===== config.mk =====
export PLATFORM = sky130hd
export DESIGN_NAME = pll_reset_sequencer
export DESIGN_NICKNAME = d
export VERILOG_FILES = /design/src/rtl/pll_reset_sequencer.sv
export SDC_FILE = /design/constraint.sdc
export NUM_CORES = 1
export LEC_CHECK = 0
export BUFFER_PORTS_ARGS = -buffer_cell sky130_fd_sc_hd__buf_2
export CORE_AREA = 5 5 87 89
export CTS_CLUSTER_SIZE = 20
export DETAILED_ROUTE_END_ITERATION = 8
export DIE_AREA = 0 0 92 94
export SLEW_MARGIN = 5
export SYNTH_ARGS = -nofsm -noshare
export SYNTH_HDL_FRONTEND = slang
export SYNTH_SLANG_ARGS = --single-unit

===== constraint.sdc =====
create_clock -name clk_i -period 2.55 [get_ports clk_i]
set_input_delay 0.1275 -clock clk_i [delete_from_list [all_inputs] [get_ports clk_i]]
set_output_delay 0.1275 -clock clk_i [all_outputs]
set_load 0.005 [all_outputs]

===== src/rtl/pll_reset_sequencer.sv =====
// pll_reset_sequencer
//   Brings up a PLL from a free-running reference clock and releases the
//   downstream reset domains in order: PLL reset pulse, wait for lock,
//   require a stable-lock window, release the system domain, then after a
//   gap release the pixel/shift domain. Any loss of lock after release
//   tears everything back down and restarts the PLL.
//
// Ports
//   clk_i          free-running reference clock (also the PLL input clock)
//   rst_i          asynchronous active-high reset
//   locked_i       PLL LOCK, asynchronous to clk_i
//   pll_rst_o      PLL RST, active-high
//   sys_rst_o      system-domain reset, active-high
//   pix_rst_o      pixel/shift-domain reset, active-high
//   ready_o        high only while in RUN
//   state_o        current state encoding
//   relock_count_o saturating count of lock losses after release + timeouts
module pll_reset_sequencer #(
  parameter int unsigned RST_CYCLES    = 16,
  parameter int unsigned LOCK_TIMEOUT  = 48000,
  parameter int unsigned STABLE_CYCLES = 1024,
  parameter int unsigned RELEASE_GAP   = 16
) (
  input  logic       clk_i,
  input  logic       rst_i,
  input  logic       locked_i,
  output logic       pll_rst_o,
  output logic       sys_rst_o,
  output logic       pix_rst_o,
  output logic       ready_o,
  output logic [2:0] state_o,
  output logic [7:0] relock_count_o
);

  typedef enum logic [2:0] {
    PLL_RESET   = 3'd0,
    WAIT_LOCK   = 3'd1,
    STABLE      = 3'd2,
    RELEASE_SYS = 3'd3,
    RUN         = 3'd4
  } state_t;

  // Each state lasts <load> cycles: the counter is loaded on entry and the
  // state exits on the edge where it reads 1.
  localparam logic [15:0] RST_LD = 16'(RST_CYCLES);
  localparam logic [15:0] TO_LD  = 16'(LOCK_TIMEOUT);
  localparam logic [15:0] GAP_LD = 16'(RELEASE_GAP);
  // The WAIT_LOCK cycle that first sees lock_s counts as the first stable
  // sample, so STABLE itself only needs STABLE_CYCLES-1 more.
  localparam logic [15:0] STB_LD    = 16'(STABLE_CYCLES - 1);
  localparam bit          STB_SHORT = (STABLE_CYCLES <= 1);

  state_t      state, state_n;
  logic [15:0] cnt, cnt_n;
  logic        bump;
  logic [1:0]  lock_pipe;
  logic        lock_s;

  assign lock_s = lock_pipe[1];

  // Two-flop synchronizer for the asynchronous PLL lock.
  always_ff @(posedge clk_i or posedge rst_i) begin
    if (rst_i) lock_pipe <= 2'b00;
    else       lock_pipe <= {lock_pipe[0], locked_i};
  end

  always_ff @(posedge clk_i or posedge rst_i) begin
    if (rst_i) begin
      state <= PLL_RESET;
      cnt   <= RST_LD;
    end else begin
      state <= state_n;
      cnt   <= cnt_n;
    end
  end

  always_comb begin
    state_n = state;
    cnt_n   = cnt - 16'd1;
    bump    = 1'b0;
    case (state)
      PLL_RESET: begin
        if (cnt <= 16'd1) begin
          state_n = WAIT_LOCK;
          cnt_n   = TO_LD;
        end
      end
      WAIT_LOCK: begin
        if (lock_s) begin
          if (STB_SHORT) begin
            state_n = RELEASE_SYS;
            cnt_n   = GAP_LD;
          end else begin
            state_n = STABLE;
            cnt_n   = STB_LD;
          end
        end else if (cnt <= 16'd1) begin
          state_n = PLL_RESET;
          cnt_n   = RST_LD;
          bump    = 1'b1;
        end
      end
      STABLE: begin
        // A glitch only restarts the lock wait; it is not a relock event.
        if (!lock_s) begin
          state_n = WAIT_LOCK;
          cnt_n   = TO_LD;
        end else if (cnt <= 16'd1) begin
          state_n = RELEASE_SYS;
          cnt_n   = GAP_LD;
        end
      end
      RELEASE_SYS: begin
        if (!lock_s) begin
          state_n = PLL_RESET;
          cnt_n   = RST_LD;
          bump    = 1'b1;
        end else if (cnt <= 16'd1) begin
          state_n = RUN;
          cnt_n   = cnt;
        end
      end
      RUN: begin
        cnt_n = cnt;
        if (!lock_s) begin
          state_n = PLL_RESET;
          cnt_n   = RST_LD;
          bump    = 1'b1;
        end
      end
      default: begin
        state_n = PLL_RESET;
        cnt_n   = RST_LD;
      end
    endcase
  end

  // Outputs are registered from the next state so they change on the same
  // edge as the state register, with no path from locked_i to any pin.
  // sys_rst_o is low only in RELEASE_SYS/RUN, pix_rst_o only in RUN, so the
  // pixel domain can never leave reset before the system domain.
  always_ff @(posedge clk_i or posedge rst_i) begin
    if (rst_i) begin
      pll_rst_o      <= 1'b1;
      sys_rst_o      <= 1'b1;
      pix_rst_o      <= 1'b1;
      ready_o        <= 1'b0;
      state_o        <= 3'd0;
      relock_count_o <= 8'd0;
    end else begin
      pll_rst_o <= (state_n == PLL_RESET);
      sys_rst_o <= !((state_n == RELEASE_SYS) || (state_n == RUN));
      pix_rst_o <= (state_n != RUN);
      ready_o   <= (state_n == RUN);
      state_o   <= state_n;
      if (bump && (relock_count_o != 8'hFF))
        relock_count_o <= relock_count_o + 8'd1;
    end
  end

endmodule


[After elaboration in Yosys (flattened, before gate mapping)]
Index checks and enable logic that the tools add are counted.
Word-level totals
  memories kept: 0
  output and inout bits: 15
  register bits: 33
  bits of input ports: 3
  logic and storage cells: 49
  bits in latches: 0
  memory bits (writable): 0
  ROM bits: 0
Cells by class
  $mul: 0
  $lt $le $gt $ge: 1
  bitwise logic cells: 0
  multiplexer cells: 21
  shifts and indexed selects: 0
  reduce and logical (&&, ||, !) cells: 7
  equal/unequal tests: 10
  add/sub/neg operators: 2
  divide/modulo/power cells: 0
Operator list (count)
  two-way mux 16 bit: 7
  one-hot mux 16 bit (5 select lines): 1
  two-way mux 3 bit: 8
  <= comparator 16 x 1 -> 1 bit (second input constant): 1
  subtractor 16 x 1 -> 16 bit (second input constant): 1
  one-hot mux 3 bit (5 select lines): 1
  == test 3 x 2 -> 1 bit (second input constant): 3
  adder 8 x 1 -> 8 bit (second input constant): 1
  inequality test 8 bit (second input constant): 1
  == test 3 bit (second input constant): 2
  zero test 3 bit: 2
  inequality test 3 bit (second input constant): 2
  == test 3 x 1 -> 1 bit (second input constant): 1
  two-way mux 1 bit: 3
  inequality test 2 bit (second input constant): 1
  one-hot mux 1 bit (2 select lines): 1
  AND reduction 2 bit: 1
  OR reduction 2 bit: 1
  logical AND 1 bit: 1
  zero test 1 bit: 1
  logical OR 1 bit: 1

[Logic depth before layout (Yosys ltp)]
  depth after elaboration: 7
  depth in mapped cells: 9
  depth with buffers taken out: 9

[Worst setup path after synthesis]
OpenSTA, ideal clock, no wires.
  path type: register to register
  start point: reg cnt[5]
  end point: reg cnt[14]
  setup slack: 0.205 ns
  setup time: 0.124 ns
  cell stages (with the launch flop): 9
  period minus slack after synthesis: 2.345 ns
  arrival time: 2.221 ns
  required time: 2.426 ns
  buffers on the path: 2
  cells stage by stage: dfrtp_1 buf_6 or4_4 buf_6 or4_4 or3_1 nor3_2 xnor2_1 nor2_1
On the way
  cells in the longest elaborated chain, start to end: 4
  elaborated cells on any way between the ends: 11
  classes of those cells: add/sub (1); order compare (1); eq/ne (1); mux (7); reduce/logical (1)
Ends and longest elaborated chain
  start: declaration: RTL line 54  | logic [15:0] cnt, cnt_n;
  start signal: assignment: RTL line 73  | cnt <= cnt_n;
  subtractor 16 x 1 -> 16 bit / <= comparator 16 x 1 -> 1 bit (equally long branches)
  two-way mux 16 bit, on equally long branches: RTL line 118, 97, 108
  two-way mux 16 bit, on equally long branches: RTL line 114, 105, 89
  one-hot mux 16 bit (5 select lines): RTL line 81  | case (state)
Several ways; a longest one is shown, not always the timed one. The select of a mux whose other input is x is not followed.
A chain may end at the register's enable or synchronous reset.

[Worst setup path in the final report]
  start point: reg cnt[10]
  end point: reg cnt[12]
The elaborated chain is that of the path after synthesis.

==> results by group <==
Clock tree
  – Clk sinks: 33
  – Number of buffers added for setup after CTS: 0
  – Insertion delay to the later sink of the worst-skew pair: 290 ps
  – CTS Buffer Depth: 2
  – Clk slew on worst S/H paths: 70 ps
  – Cell chosen for the clock root: sky130_fd_sc_hd__clkbuf_8
  – Number of CTS-inserted buffers: 5
  – CTS tree: built
  – Total number of H-tree levels: 2

Route
  – Wire length per cell after detailed routing: 17.3 um
  – Number of nets with antenna violations after routing: 0
  – Drt drc: 0
  – Number of vias after detailed routing: 2,365
  – Drt total wl: 6770 um
  – Via density per instance: 6.05
  – Detailed Route Iter0 Violations: 342
  – Number of detailed-route iterations in the first pass: 5

Synthesis
  – Synthesized-area fraction occupied by adder cells: 1.66%
  – Biggest area contributors in the synthesized netlist: sky130_fd_sc_hd__dfrtp_1, sky130_fd_sc_hd__o21ai_0, sky130_fd_sc_hd__dfstp_2
  – Asr flop ratio synth: 100%
  – Distinct cell type count after synthesis: 59
  – Count of yosys warnings during synthesis: 0
  – Cell area after synthesis: 2270 um2
  – Dominant register cell in the synthesized netlist: sky130_fd_sc_hd__dfrtp_1
  – Share of the synthesized area in the top cell type: 32.0%
  – Instance count of the mapped netlist: 272
  – Synth area leader: sky130_fd_sc_hd__dfrtp_1
  – Per-instance average area after synthesis: 8.34 um2
  – Simple-gate portion of the synthesized area: 27.8%
  – Synth Area in XOR/XNOR: 3.48%
  – Mapped Nets: 278
  – Number of synthesized flops with an enable pin: 0
  – Main combinational cell family by area after synthesis: simple AND/OR/NAND/NOR gates
  – Synthesized-area fraction occupied by ao, oa, aoi and oai cells: 24.2%
  – Post-synthesis sequential area ratio: 36.6%
  – Total of flip-flops plus latches after synthesis: 33
  – Share of cell area taken by muxes after synthesis: 1.38%

Cells and area
  – Share of final-layout standard cells stronger than drive strength 1: 24.1%
  – Highest-count cells in the layout ignoring fill and taps: sky130_fd_sc_hd__dfrtp_1, sky130_fd_sc_hd__nor2_1, sky130_fd_sc_hd__buf_4
  – Final core occ: 40.6%
  – Most frequent standard cell in the layout excluding fill and tap cells: sky130_fd_sc_hd__dfrtp_1
  – Summed area of non-filler cells in the final layout: 2710 um2
  – Antenna cells: 0
  – Area grow syn2layout: 19.6%
  – Final net count: 316

STA
  – Setup violation total in the final timing report: 0
  – Top achievable clock speed: 418 MHz
  – Pin slew with the least headroom to its limit: 550 ps
  – Post-layout min period: 2390 ps
  – Post-route worst hold slack: 350 ps
  – Clock skew: 5.62 ps
  – Hold violation total from the final report: 0
  – Slack of the critical path: 157 ps
  – Max_slew headroom: 63.3%
  – Number of slew-limit violations in the final report: 0
  – Final period util: 93.8%

Placed design
  – Total half-perimeter wirelength after legalization and detailed placement: 4920 um
  – Final weighted congestion in routability-driven placement: 0.959
  – Placement-stage worst setup slack: 24.5 ps
  – Area after DPL: 2560 um2
  – Number of buffers added on ports: 17

Power
  – Total power: 2.01 mW
  – Leakage dissipation: 1.10 nW
  – IR drop worst, VDD: 0.000318 V
  – Total power per unit cell area: 743 nW/um2

GRT
  – Residual overflow from global routing: 0
  – GR met1 Demand/Resource: 21.9%
  – Met2 usage in global routing: 26.1%
  – Maximum number of pins on one net before global-route repair: 34
  – Initial antenna violation count: 0
  – Combined global-route utilization of all metal layers: 16.7%
  – Global route hottest layer: met2
  – Fraction of met3 tracks used by global routing: 3.77%
  – Vias in the first global route: 2,358
  – Wire length of the first global-routing pass: 11,600 um

Critical path
  – Endpoint type of the worst setup path: flip-flop
  – Cell depth of the worst flop-to-flop path: 6
  – Arrival time worst endpoint: 2570 ps
  – Maximum fanout count along the critical path: 8
  – Slack of the worst reg-to-reg path: 160 ps
  – Worst setup path category: reg2reg
  – CP Data Required Time: 2730 ps
  – Worst Setup Start Kind: flip-flop

Floorplan
  – Horizontal extent of the die: 92 um
  – I/O pins: 18
  – Row Count: 30
  – Starting utilization of the core area: 33.9%
  – Full die area: 8650 um2
  – Die boundary height: 94 um
  – Core area: 6680 um2

Run status
  – Result of the run: finished, final reports clean

Flow run
  – # Max-Cap Violations: 0

Hold path
  – Tightest Hold Check Type: reg2reg
  – Hold path depth: 0
-- cells by family (layout without fill, tap and decap cells) --
logic type      after synthesis  in the layout
compound gates               84             84
mux                           3              3
buf+inv                      22             61
fa+ha+maj                     3              3
simple gates                118            118
flops                        33             33
xor+xnor                      9              9
-- layer usage --
metal  wire length [um]  vias up
met5                  0        -
met2               3080      138
li1                   -     1099
met4                181        0
met1               2940     1108
met3                567       20
-- critical path: stages, from the launching register on --
cell                      delay [ps]
sky130_fd_sc_hd__dfrtp_1         440
sky130_fd_sc_hd__or4_4           590
sky130_fd_sc_hd__or3_4           480
sky130_fd_sc_hd__nor4_2          320
sky130_fd_sc_hd__o21ai_0         110
sky130_fd_sc_hd__and3_1          170
sky130_fd_sc_hd__o32a_1          160
-- layout make-up --
type / instances / area, um2
Clock inverter: 2 / 10.0
Sequential cell: 33 / 831
Clock buffer: 6 / 72.6
Tap cell: 80 / 100
Multi-Input combinational cell: 217 / 1370
Timing Repair Buffer: 44 / 293
Inverter: 9 / 33.8
Fill cell: 691 / 3970
-- where the power goes --
group	internal [mW]	switching, mW
logic	0.344	0.426
clock network	0.189	0.201
registers	0.665	0.189
total	1.20	0.816
-- through the flow --
step / setup TNS, ps / cells
2_1_floorplan: 0 / 272
3_3_place_gp: -44.9 / 381
3_5_place_dp: 0 / 381
4_1_cts: 0 / 391
5_1_grt: -18.9 / 391
6_report: 0 / 391
-- synth_stat cells, types with 2 or more instances --
cell / number
sky130_fd_sc_hd__buf_6: 3
sky130_fd_sc_hd__o211ai_1: 3
sky130_fd_sc_hd__or4_4: 3
sky130_fd_sc_hd__nand3_1: 11
sky130_fd_sc_hd__xor2_1: 2
sky130_fd_sc_hd__nor4_1: 7
sky130_fd_sc_hd__or2_2: 3
sky130_fd_sc_hd__nand3b_1: 3
sky130_fd_sc_hd__dfrtp_1: 29
sky130_fd_sc_hd__or3_1: 6
sky130_fd_sc_hd__nand2b_1: 5
sky130_fd_sc_hd__o22ai_1: 3
sky130_fd_sc_hd__o21ai_0: 24
sky130_fd_sc_hd__a211oi_1: 4
sky130_fd_sc_hd__nor2b_1: 2
sky130_fd_sc_hd__inv_1: 7
sky130_fd_sc_hd__o32a_1: 2
sky130_fd_sc_hd__dfstp_2: 4
sky130_fd_sc_hd__buf_2: 3
sky130_fd_sc_hd__nor3_2: 2
sky130_fd_sc_hd__o21bai_1: 3
sky130_fd_sc_hd__a22oi_1: 2
sky130_fd_sc_hd__nor3_1: 12
sky130_fd_sc_hd__o31ai_1: 4
sky130_fd_sc_hd__mux2i_1: 2
sky130_fd_sc_hd__nand4_1: 5
sky130_fd_sc_hd__a2bb2oi_1: 2
sky130_fd_sc_hd__clkinv_1: 2
sky130_fd_sc_hd__and3_1: 3
sky130_fd_sc_hd__nand2_1: 21
sky130_fd_sc_hd__a31oi_1: 6
sky130_fd_sc_hd__o2bb2ai_1: 2
sky130_fd_sc_hd__xnor2_1: 7
sky130_fd_sc_hd__a21oi_1: 14
sky130_fd_sc_hd__ha_1: 3
sky130_fd_sc_hd__nor2_1: 27
sky130_fd_sc_hd__clkbuf_1: 7
sky130_fd_sc_hd__nor3b_1: 3
-- sequential cells by signal, summed over array words and instances (netlist names) --
| name | count |
|---|---|
| lock_pipe | 2 |
| state_o | 3 |
| pll_rst_o | 1 |
| ready_o | 1 |
| pix_rst_o | 1 |
| cnt | 16 |
| sys_rst_o | 1 |
| relock_count_o | 8 |
-- path summary, 6_finish.rpt --
check                                             from                       endpoint
worst max register to register     cnt[10]$_DFFE_PP0P_            cnt[12]$_DFFE_PP0P_
max in group asynchronous                        rst_i             cnt[4]$_DFFE_PP1P_
min in group asynchronous                        rst_i  relock_count_o[3]$_DFFE_PP0P_
worst min register to register  lock_pipe[0]$_DFF_PP0_         lock_pipe[1]$_DFF_PP0_
worst max-delay path               cnt[10]$_DFFE_PP0P_            cnt[12]$_DFFE_PP0P_
worst min-delay path            lock_pipe[0]$_DFF_PP0_         lock_pipe[1]$_DFF_PP0_
-- timing repair --
item                                    4_1_cts  5_1_grt
resized for setup                             0       11
endpoints found under the setup margin        0       20
hold buffers                                  2        0
hold endpoints to repair                     30        0
Power figures use the tool's default switching activity.
